File: config.mk
export PLATFORM = sky130hd
export DESIGN_NAME = alu_mc_flat
export DESIGN_NICKNAME = d
export VERILOG_FILES = /design/src/rtl/alu_mc_if.sv /design/src/rtl/alu_mc.sv /design/src/flat_wrapper.sv
export SDC_FILE = /design/constraint.sdc
export NUM_CORES = 1
export LEC_CHECK = 0
export BUFFER_PORTS_ARGS = -buffer_cell sky130_fd_sc_hd__buf_2
export CAP_MARGIN = 20
export CORE_UTILIZATION = 40
export DETAILED_ROUTE_END_ITERATION = 16
export PLACE_DENSITY = 0.67
export RECOVER_POWER = 50
export SYNTH_ARGS = -nofsm -noshare
export SYNTH_HDL_FRONTEND = slang
export SYNTH_SLANG_ARGS = --single-unit
File: constraint.sdc
create_clock -name clk -period 3.3 [get_ports clk]
set_clock_uncertainty 0.2 [all_clocks]
set_input_delay 0.165 -clock clk [delete_from_list [all_inputs] [get_ports clk]]
set_output_delay 0.165 -clock clk [all_outputs]
set_load 0.02 [all_outputs]
File: src/rtl/alu_mc_if.sv
// alu_mc_if: operand/result valid-ready bundle for the multi-cycle ALU.
// master = issuing stage and consumer, slave = the ALU.
interface alu_mc_if #(
    parameter int WIDTH = 16
);
    logic             in_valid;
    logic             in_ready;
    logic [WIDTH-1:0] busA;
    logic [WIDTH-1:0] busB;
    logic             CY;
    logic [4:0]       ALU_op;
    logic             out_valid;
    logic             out_ready;
    logic [WIDTH-1:0] Zout;
    logic             CYout;
    logic             ZF;

    modport master (
        output in_valid, busA, busB, CY, ALU_op, out_ready,
        input  in_ready, out_valid, Zout, CYout, ZF
    );

    modport slave (
        input  in_valid, busA, busB, CY, ALU_op, out_ready,
        output in_ready, out_valid, Zout, CYout, ZF
    );
endinterface

File: src/rtl/alu_mc.sv
// alu_mc: parameterised multi-cycle ALU with valid/ready in/out handshakes.
// Shifts iterate one bit per cycle; MUL is radix-2 shift-add.
module alu_mc #(
    parameter int WIDTH = 16,
    localparam int CW = $clog2(WIDTH)
) (
    input logic     clk,
    input logic     rst_n,
    alu_mc_if.slave bus
);
    typedef enum logic [1:0] {S_IDLE, S_RUN, S_DONE} state_t;
    typedef enum logic [1:0] {K_SHL, K_SHR, K_SAR, K_MUL} kind_t;

    localparam logic [CW:0] CNT_ONE = (CW+1)'(1);
    localparam logic [CW:0] CNT_W   = (CW+1)'(WIDTH);

    state_t               state_q;
    kind_t                kind_q;
    logic [CW:0]          cnt_q;
    logic [WIDTH-1:0]     sh_q;
    logic [WIDTH-1:0]     mcand_q;
    logic [2*WIDTH-1:0]   acc_q;
    logic [WIDTH-1:0]     zout_q;
    logic                 cy_q;
    logic                 zf_q;
    logic                 rdy_q;
    logic                 vld_q;

    logic [WIDTH-1:0]     a;
    logic [WIDTH-1:0]     b;
    logic [CW-1:0]        n;
    logic                 accept;
    logic                 is_shift;
    logic                 is_mul;

    assign a        = bus.busA;
    assign b        = bus.busB;
    assign n        = b[CW-1:0];
    assign accept   = bus.in_valid && rdy_q;
    assign is_shift = bus.ALU_op inside {5'd16, 5'd17, 5'd18};
    assign is_mul   = bus.ALU_op == 5'd19;

    logic [WIDTH:0]       sum;
    logic [WIDTH-1:0]     res_c;
    logic                 cy_c;

    // Shifts by zero share this path: result is A, carry passes through.
    always_comb begin
        sum   = '0;
        res_c = '0;
        cy_c  = bus.CY;
        unique case (bus.ALU_op)
            5'd0:  res_c = a;
            5'd1:  res_c = b;
            5'd2:  res_c = ~a;
            5'd3:  res_c = ~b;
            5'd4: begin
                sum   = {1'b0, a} + {1'b0, b};
                res_c = sum[WIDTH-1:0];
                cy_c  = sum[WIDTH];
            end
            5'd5: begin
                sum   = {1'b0, a} + {1'b0, b} + {{WIDTH{1'b0}}, bus.CY};
                res_c = sum[WIDTH-1:0];
                cy_c  = sum[WIDTH];
            end
            5'd6:  res_c = a | b;
            5'd7:  res_c = a & b;
            5'd8:  res_c = '0;
            5'd9:  res_c = WIDTH'(1);
            5'd10: res_c = '1;
            5'd11: begin
                res_c = '0;
                cy_c  = 1'b0;
            end
            5'd12: begin
                res_c = WIDTH'(1);
                cy_c  = 1'b1;
            end
            5'd13: begin
                res_c = a + WIDTH'(1);
                cy_c  = res_c == '0;
            end
            5'd14: begin
                res_c = a - WIDTH'(1);
                cy_c  = &res_c;
            end
            5'd15: begin
                res_c = a - b;
                cy_c  = a < b;
            end
            5'd16, 5'd17, 5'd18: res_c = a;
            default: res_c = '0;
        endcase
    end

    logic [WIDTH-1:0]     sh_n;
    logic                 shcy_n;
    logic [WIDTH:0]       madd;
    logic [2*WIDTH-1:0]   acc_n;
    logic [WIDTH-1:0]     fin_z;
    logic                 fin_cy;

    always_comb begin
        sh_n   = sh_q;
        shcy_n = 1'b0;
        unique case (kind_q)
            K_SHL: begin
                sh_n   = {sh_q[WIDTH-2:0], 1'b0};
                shcy_n = sh_q[WIDTH-1];
            end
            K_SHR: begin
                sh_n   = {1'b0, sh_q[WIDTH-1:1]};
                shcy_n = sh_q[0];
            end
            K_SAR: begin
                sh_n   = {sh_q[WIDTH-1], sh_q[WIDTH-1:1]};
                shcy_n = sh_q[0];
            end
            default: ;
        endcase
    end

    // Multiplier sits in the low half of acc and is consumed from bit 0.
    assign madd   = {1'b0, acc_q[2*WIDTH-1:WIDTH]}
                  + {1'b0, {WIDTH{acc_q[0]}} & mcand_q};
    assign acc_n  = {madd, acc_q[WIDTH-1:1]};
    assign fin_z  = (kind_q == K_MUL) ? acc_n[WIDTH-1:0] : sh_n;
    assign fin_cy = (kind_q == K_MUL) ? |acc_n[2*WIDTH-1:WIDTH] : shcy_n;

    always_ff @(posedge clk or negedge rst_n) begin
        if (!rst_n) begin
            state_q <= S_IDLE;
            kind_q  <= K_SHL;
            cnt_q   <= '0;
            sh_q    <= '0;
            mcand_q <= '0;
            acc_q   <= '0;
            zout_q  <= '0;
            cy_q    <= 1'b0;
            zf_q    <= 1'b0;
            rdy_q   <= 1'b1;
            vld_q   <= 1'b0;
        end else begin
            unique case (state_q)
                S_IDLE: if (accept) begin
                    kind_q  <= kind_t'(bus.ALU_op[1:0]);
                    sh_q    <= a;
                    mcand_q <= a;
                    acc_q   <= {{WIDTH{1'b0}}, b};
                    rdy_q   <= 1'b0;
                    if (is_mul || (is_shift && n != '0)) begin
                        cnt_q   <= is_mul ? CNT_W : {1'b0, n};
                        state_q <= S_RUN;
                    end else begin
                        zout_q  <= res_c;
                        cy_q    <= cy_c;
                        zf_q    <= res_c == '0;
                        vld_q   <= 1'b1;
                        state_q <= S_DONE;
                    end
                end
                S_RUN: begin
                    sh_q  <= sh_n;
                    acc_q <= acc_n;
                    cnt_q <= cnt_q - CNT_ONE;
                    if (cnt_q == CNT_ONE) begin
                        zout_q  <= fin_z;
                        cy_q    <= fin_cy;
                        zf_q    <= fin_z == '0;
                        vld_q   <= 1'b1;
                        state_q <= S_DONE;
                    end
                end
                S_DONE: if (bus.out_ready) begin
                    vld_q   <= 1'b0;
                    rdy_q   <= 1'b1;
                    state_q <= S_IDLE;
                end
                default: state_q <= S_IDLE;
            endcase
        end
    end

    assign bus.in_ready  = rdy_q;
    assign bus.out_valid = vld_q;
    assign bus.Zout      = zout_q;
    assign bus.CYout     = cy_q;
    assign bus.ZF        = zf_q;
endmodule

File: src/flat_wrapper.sv
// flat-port wrapper written by rule: the top's interface ports become plain ports
module alu_mc_flat 
#(
    parameter int WIDTH = 16,
    localparam int CW = $clog2(WIDTH)
)
  (clk, rst_n, bus_in_valid, bus_busA, bus_busB, bus_CY, bus_ALU_op, bus_out_ready, bus_in_ready, bus_out_valid, bus_Zout, bus_CYout, bus_ZF);
  alu_mc_if #(.WIDTH(WIDTH)) bus_i ();
  input logic clk;
  input logic rst_n;
  input wire logic [$bits(bus_i.in_valid)-1:0] bus_in_valid;
  input wire logic [$bits(bus_i.busA)-1:0] bus_busA;
  input wire logic [$bits(bus_i.busB)-1:0] bus_busB;
  input wire logic [$bits(bus_i.CY)-1:0] bus_CY;
  input wire logic [$bits(bus_i.ALU_op)-1:0] bus_ALU_op;
  input wire logic [$bits(bus_i.out_ready)-1:0] bus_out_ready;
  output wire logic [$bits(bus_i.in_ready)-1:0] bus_in_ready;
  output wire logic [$bits(bus_i.out_valid)-1:0] bus_out_valid;
  output wire logic [$bits(bus_i.Zout)-1:0] bus_Zout;
  output wire logic [$bits(bus_i.CYout)-1:0] bus_CYout;
  output wire logic [$bits(bus_i.ZF)-1:0] bus_ZF;
  assign bus_i.in_valid = bus_in_valid;
  assign bus_i.busA = bus_busA;
  assign bus_i.busB = bus_busB;
  assign bus_i.CY = bus_CY;
  assign bus_i.ALU_op = bus_ALU_op;
  assign bus_i.out_ready = bus_out_ready;
  assign bus_in_ready = bus_i.in_ready;
  assign bus_out_valid = bus_i.out_valid;
  assign bus_Zout = bus_i.Zout;
  assign bus_CYout = bus_i.CYout;
  assign bus_ZF = bus_i.ZF;
  alu_mc #(.WIDTH(WIDTH)) u_core (.clk(clk), .rst_n(rst_n), .bus(bus_i));
endmodule
; Yosys cells after proc, flatten, opt, wreduce, memory -nomap -nowiden
; Index checks and enable logic that the tools add are counted.
[word_totals]
regBits = 93
inputBits = 42
output_inout_bits = 20
wordCells = 118
[classes]
n_lt_le_gt_ge = 1
reduce_logical = 26
eq_ne = 29
bitwise_logic = 5
add_sub_neg = 7
mux = 39
[op_table]
columns = operator, n
row1 = 16-bit case mux with 13 select lines, 1
row2 = 16-bit two-way mux, 5
row3 = 16-bit case mux with 2 select lines, 2
row4 = 32-bit case mux with 2 select lines, 1
row5 = 16-bit logical NOT, 3
row6 = 16-bit case mux with 3 select lines, 1
row7 = 5-bit by 4-bit == test with 1-bit output (second input constant), 7
row8 = 16-bit by 16-bit adder with 17-bit output, 2
row9 = 16-bit AND, 2
row10 = 32-bit two-way mux, 1
row11 = 16-bit NOT, 2
row12 = 5-bit by 3-bit == test with 1-bit output (second input constant), 4
row13 = 5-bit == test (second input constant), 4
row14 = 17-bit by 1-bit adder with 17-bit output, 1
row15 = 16-bit by 1-bit adder with 16-bit output (second input constant), 1
row16 = 16-bit less-than comparator, 1
row17 = 16-bit OR, 1
row18 = 16-bit AND reduction, 1
row19 = 16-bit OR reduction, 1
row20 = 16-bit by 1-bit subtractor with 16-bit output (second input constant), 1
row21 = 16-bit subtractor, 1
row22 = 5-bit two-way mux, 3
row23 = 1-bit two-way mux, 13
row24 = 5-bit by 1-bit == test with 1-bit output (second input constant), 2
row25 = 25 further kinds, 46

; Depth between registers and ports, before layout
[logic_depth]
word_depth = 7
ltp_mapped = 15
ltp_nobuf = 14

; Least setup slack after synthesis
; Ideal clock, no wire load.
[synth_path]
path_type = input -> register
from = input port bus_busB[0]
to = register u_core.zf_q, in the netlist u_core.bus.ZF
n_path_buf = 0
stages = 12
setup_ps = 66
path_slack_ps = -252
required_ps = 3034
t_arrival_ps = 3286
cell_sequence = ha_1 -> fa_1 -> xor2_1 -> and2_0 -> or3b_4 -> or4b_4 -> xnor2_2 -> a221oi_1 -> and4b_1 -> nand4_1 -> nor4_1 -> a221o_1
[synth_via]
elab_chain_cells = 7
elab_cells_between_ends = 16
cone_classes = 3 x add/sub / 1 x eq/ne / 4 x mux / 3 x bitwise / 5 x reduce/logical
[synth_rtl]
columns = element, line
row1 = start: declaration, flat_wrapper.sv:13  ; input wire logic [$bits(bus_i.busB)-1:0] bus_busB;
row2 = 16-bit by 16-bit adder with 17-bit output, "alu_mc.sv:58, alu_mc.sv:63"
row3 = 17-bit by 1-bit adder with 17-bit output, alu_mc.sv:63  ; sum = {1'b0, a} + {1'b0, b} + {{WIDTH{1'b0}}, bus.CY};
row4 = 16-bit case mux with 13 select lines, alu_mc.sv:52  ; unique case (bus.ALU_op)
row5 = 16-bit logical NOT, alu_mc.sv:158  ; zf_q <= res_c == '0;
row6 = 1-bit two-way mux, alu_mc.sv:152  ; if (is_mul || (is_shift && n != '0)) begin
row7 = 1-bit two-way mux, alu_mc.sv:146  ; S_IDLE: if (accept) begin
row8 = 1-bit case mux with 2 select lines, alu_mc.sv:145  ; unique case (state_q)
row9 = end signal: assignment, alu_mc.sv:141  ; zf_q <= 1'b0;
row10 = end signal: assignment, alu_mc.sv:158
row11 = end signal: assignment, alu_mc.sv:170  ; zf_q <= fin_z == '0;
row12 = end: declaration, alu_mc.sv:25  ; logic zf_q;
; Parallel ways exist; a longest one is shown, timed or not. The select of a mux whose other input is x is not followed.
; A chain may end at the register's enable or synchronous reset.

; Worst setup path after layout
[layout_path]
from = register u_core.acc_q[0]
to = register u_core.cy_q, in the netlist u_core.bus.CYout
[layout_via]
elab_chain_cells = 6
[layout_rtl]
columns = element, line
row1 = start: declaration, alu_mc.sv:22  ; logic [2*WIDTH-1:0] acc_q;
row2 = start signal: assignment, alu_mc.sv:150  ; acc_q <= {{WIDTH{1'b0}}, b};
row3 = start signal: assignment, alu_mc.sv:165  ; acc_q <= acc_n;
row4 = 16-bit AND, alu_mc.sv:126  ; + {1'b0, {WIDTH{acc_q[0]}} & mcand_q};
row5 = 16-bit by 16-bit adder with 17-bit output, alu_mc.sv:126
row6 = 16-bit OR reduction, alu_mc.sv:129  ; assign fin_cy = (kind_q == K_MUL) ? |acc_n[2*WIDTH-1:WIDTH] : shcy_n;
row7 = 1-bit two-way mux, alu_mc.sv:129
row8 = 1-bit two-way mux, alu_mc.sv:167  ; if (cnt_q == CNT_ONE) begin
row9 = 1-bit case mux with 2 select lines, alu_mc.sv:145
row10 = end signal: assignment, alu_mc.sv:157  ; cy_q <= cy_c;
row11 = end signal: assignment, alu_mc.sv:169  ; cy_q <= fin_cy;
row12 = end: declaration, alu_mc.sv:24  ; logic cy_q;
; Every way passes these cells. The select of a mux whose other input is x is not followed.

==> impl_metrics.json <==
{
  "grt_pass1_vias": 10098,
  "pre_cts_ws_ns": -0.388,
  "synthAdderAreaFrac": 0.105,
  "cts_made_buffers": 9,
  "final_max_slew_viol_count": 0,
  "grt_max_degree": 53,
  "wl_per_cell_um": 19.5,
  "synth_top_family_by_area": "compound AO/OA/AOI/OAI gates",
  "drive_gt1_frac": 0.229,
  "final_nets": 1605,
  "syn2layout_area_growth_pct": 25.4,
  "synthMuxAreaShare": 0.0176,
  "crit_path_top_delay_cell": "dfrtp_1",
  "seq_area_frac_synth": 0.237,
  "fillers": 2294,
  "coreArea_um2": 23800,
  "crit_top_cell": "o21ai_1",
  "rsz0062_at_grt": "yes",
  "num_io_pins": 62,
  "status": "completed",
  "dr.pass1.iters": 5,
  "insertion_delay_ns": 0.34,
  "vias": 10760,
  "hold_path.class": "primary input to register",
  "synth_cells": 1278,
  "syn_nets": 1400,
  "cts_tree": "built",
  "clk_pin_slew_ns": 0.07,
  "drc": 0,
  "grt_pass1_wl_mm": 54.9,
  "start_util": 0.413,
  "antenna_found_initial": 0,
  "timing.final.ws_setup_ns": 0.0314,
  "portBuffers": 61,
  "finalCriticalPeriod_ns": 3.27,
  "ys.flop_type": "dfrtp_1",
  "place_inst": 1779,
  "cp_max_fo": 4,
  "synth_enable_flop_cells": 0,
  "worstMarginPinSlew_ns": 1.34,
  "die_x_um": 159,
  "overflow": 0,
  "synth_compound_area_frac": 0.289,
  "cp.required_ns": 3.31,
  "fmax_mhz": 306,
  "peakVddDrop_mv": 0.376,
  "path_cells": "buf_4 -> and2_1 -> ha_1 -> o21ai_1 -> or2_2 -> o21ai_1 -> buf_4 -> o41ai_4 -> buf_4 -> o21ai_1 -> a21o_1 -> a21oi_2 -> xnor2_2 -> o21ai_1 -> o211ai_1",
  "cp.arrival_ns": 3.27,
  "fin_crit_sh": 0.990,
  "num_antenna_cells": 0,
  "synth-seq-cells": 93,
  "place_congestion": 0.974,
  "final_cells": 1806,
  "synth.distinct_cells": 101,
  "numClockSinks": 93,
  "avgSynthCellArea_um2": 7.68,
  "grtUsageTotal": 0.284,
  "cp_num_buf_inv": 3,
  "register_area_um2": 2330,
  "drt_iter0_markers": 853,
  "max_cap_violations": 0,
  "synth_xor_area_frac": 0.0462,
  "async_reset_ff_frac": 1.00,
  "setup_viol": 0,
  "yosysWarnings": 0,
  "crit_type": "register to register",
  "startpoint_type": "register",
  "dp_hpwl_mm": 28.0,
  "cts_root_buffer": "clkbuf_16",
  "multi_input_area_um2": 7040,
  "slew_headroom": 0.109,
  "rows": 56,
  "synth_area_um2": 9810,
  "htreeDepth": 3,
  "die_area_um2": 25200,
  "cpPeakStageDelay_ns": 0.41,
  "clock_path_buffers": 2,
  "timing.final.hold_violations": 0,
  "synthSimpleGateAreaFrac": 0.239,
  "holdWs_ns": 0.0452,
  "vias_per_cell": 5.96,
  "drtAntennaViolNets": 0,
  "final_util": 0.518,
  "endpoint_kind": "register",
  "drt_wl_total_mm": 35.2,
  "p_per_area_nw_per_um2": 542,
  "p_leak_uw": 0.00565,
  "crit_family": "compound AO/OA/AOI/OAI gates",
  "die_h_um": 159
}
## repair_timing
| item | in CTS | in global routing |
|---|---|---|
| setup buffers | 1 | 3 |
| setup endpoints to repair | 4 | 11 |
| hold endpoints to repair | 58 | 0 |
| pin swaps | 9 | 23 |
| hold buffers | 8 | 0 |
| resized for setup | 15 | 35 |
| cloned | 0 | 0 |
## metrics by stage
stage,area (um^2),power [uW],setup TNS (ns)
after detailed placement,11700,5360,-2.34
after floorplan,9860,4080,-0.0222
after global placement,11700,5280,-1.69
after CTS,12200,6600,-0.0502
after global routing,12300,7110,-0.247
final,12300,6670,0
## worst min-delay path, delay by kind of cell
family | cells | cell delay [ns]
buffers and inverters | 2 | 0.26
AND/OR/NAND/NOR | 1 | 0.05
AO/OA/AOI/OAI | 1 | 0.07
## report_power, final
group / switching, uW / internal [uW] / total [uW]
Clock: 439 / 722 / 1160
Sequential: 396 / 1640 / 2030
Combinational: 1950 / 1520 / 3470
Total: 2790 / 3880 / 6670
## area by class of cell
cell class	count	area share
well taps	319	0.0324
flip-flops and latches	93	0.189
clock inverters	3	0.00549
repair buffers	279	0.159
inverters	64	0.0195
multi-input cells	1036	0.573
clock buffers	12	0.0217
## registers in the layout, summed over array words and instances (netlist names)
| signal | count |
|---|---|
| u_core.acc_q | 32 |
| u_core.bus.CYout | 1 |
| u_core.bus.ZF | 1 |
| u_core.bus.Zout | 16 |
| u_core.bus.in_ready | 1 |
| u_core.bus.out_valid | 1 |
| u_core.cnt_q | 5 |
| u_core.kind_q | 2 |
| u_core.mcand_q | 16 |
| u_core.sh_q | 16 |
| u_core.state_q | 2 |
## logic make-up (layout without fill, tap and decap cells)
group                    Yosys count  after routing
multiplexers                      17             17
AND/OR/NAND/NOR                  481            481
flip-flops                        93             93
XOR/XNOR                          50             50
buffers and inverters            149            358
AO/OA/AOI/OAI                    407            407
adder cells (fa/ha/maj)           81             81
## synth_stat cells (7+ instances only)
| master | instances | area share |
|---|---|---|
| nor2_1 | 99 | 0.038 |
| dfrtp_1 | 92 | 0.23 |
| clkbuf_1 | 58 | 0.022 |
| nand2b_1 | 11 | 0.0070 |
| a2111oi_0 | 14 | 0.012 |
| mux2i_1 | 15 | 0.015 |
| nor2b_1 | 7 | 0.0045 |
| o21a_1 | 10 | 0.0076 |
| buf_2 | 12 | 0.0061 |
| a31oi_1 | 24 | 0.015 |
| o21ai_0 | 82 | 0.042 |
| a311oi_1 | 7 | 0.0062 |
| o21bai_1 | 9 | 0.0069 |
| a22o_1 | 13 | 0.012 |
| a221oi_1 | 14 | 0.012 |
| a21o_1 | 15 | 0.011 |
| and2_1 | 24 | 0.015 |
| nor4_1 | 9 | 0.0057 |
| nor3_1 | 38 | 0.019 |
| o22ai_1 | 7 | 0.0045 |
| a21oi_1 | 78 | 0.040 |
| or4_1 | 8 | 0.0061 |
| nand3_1 | 39 | 0.020 |
| xor2_1 | 15 | 0.013 |
| nor3b_1 | 7 | 0.0054 |
| a211oi_1 | 21 | 0.016 |
| a22oi_1 | 20 | 0.015 |
| nand2_1 | 173 | 0.066 |
| inv_1 | 62 | 0.024 |
| ha_1 | 77 | 0.098 |
| nand4_1 | 16 | 0.010 |
| o221ai_1 | 7 | 0.0062 |
| xnor2_1 | 33 | 0.029 |
| o211ai_1 | 12 | 0.0092 |
| o2111ai_1 | 12 | 0.011 |
## metal layers
metal | track usage | vias up | wire length (um)
met5 | 0 | - | 0
met2 | 0.482 | 448 | 16700
met4 | 0.102 | 0 | 970
met3 | 0.0305 | 59 | 2350
li1 | - | 5099 | -
met1 | 0.372 | 5154 | 15200
## cells in the final DEF, fill, tap and decap left out, types with 8 or more instances in the layout
cell,count
clkbuf_16,9
a31oi_1,24
a221oi_1,12
ha_1,71
xnor2_1,31
o21ai_0,73
inv_1,62
dfrtp_1,92
dlygate4sd3_1,8
nor2_1,98
clkbuf_1,22
a21oi_1,72
xor2_1,14
a2111oi_0,10
nand2_1,173
and2_1,24
mux2i_1,15
nor3_1,36
a21o_1,15
o211ai_1,12
buf_2,38
buf_4,206
o21ai_1,13
o2111ai_1,12
a22oi_1,20
nand2b_1,10
o21bai_1,9
a211oi_1,18
a22o_1,13
o21a_1,10
nand3_1,39
or4_1,8
nand4_1,16
## worst paths after layout
path                                   endpoint         startpoint  slack [ns]  cells after the start
hold reg to reg               u_core.mcand_q[2]  u_core.mcand_q[2]        0.27                      2
hold / removal                  u_core.acc_q[4]        bus_busB[4]        0.05                      4
min in group asynchronous  u_core.bus.out_valid              rst_n        0.46                      2
setup / recovery               u_core.bus.CYout    u_core.acc_q[0]        0.03                     15
max in group asynchronous     u_core.state_q[1]              rst_n        0.69                      3
setup reg to reg               u_core.bus.CYout    u_core.acc_q[0]        0.03                     15
Power figures use the tool's default switching activity.
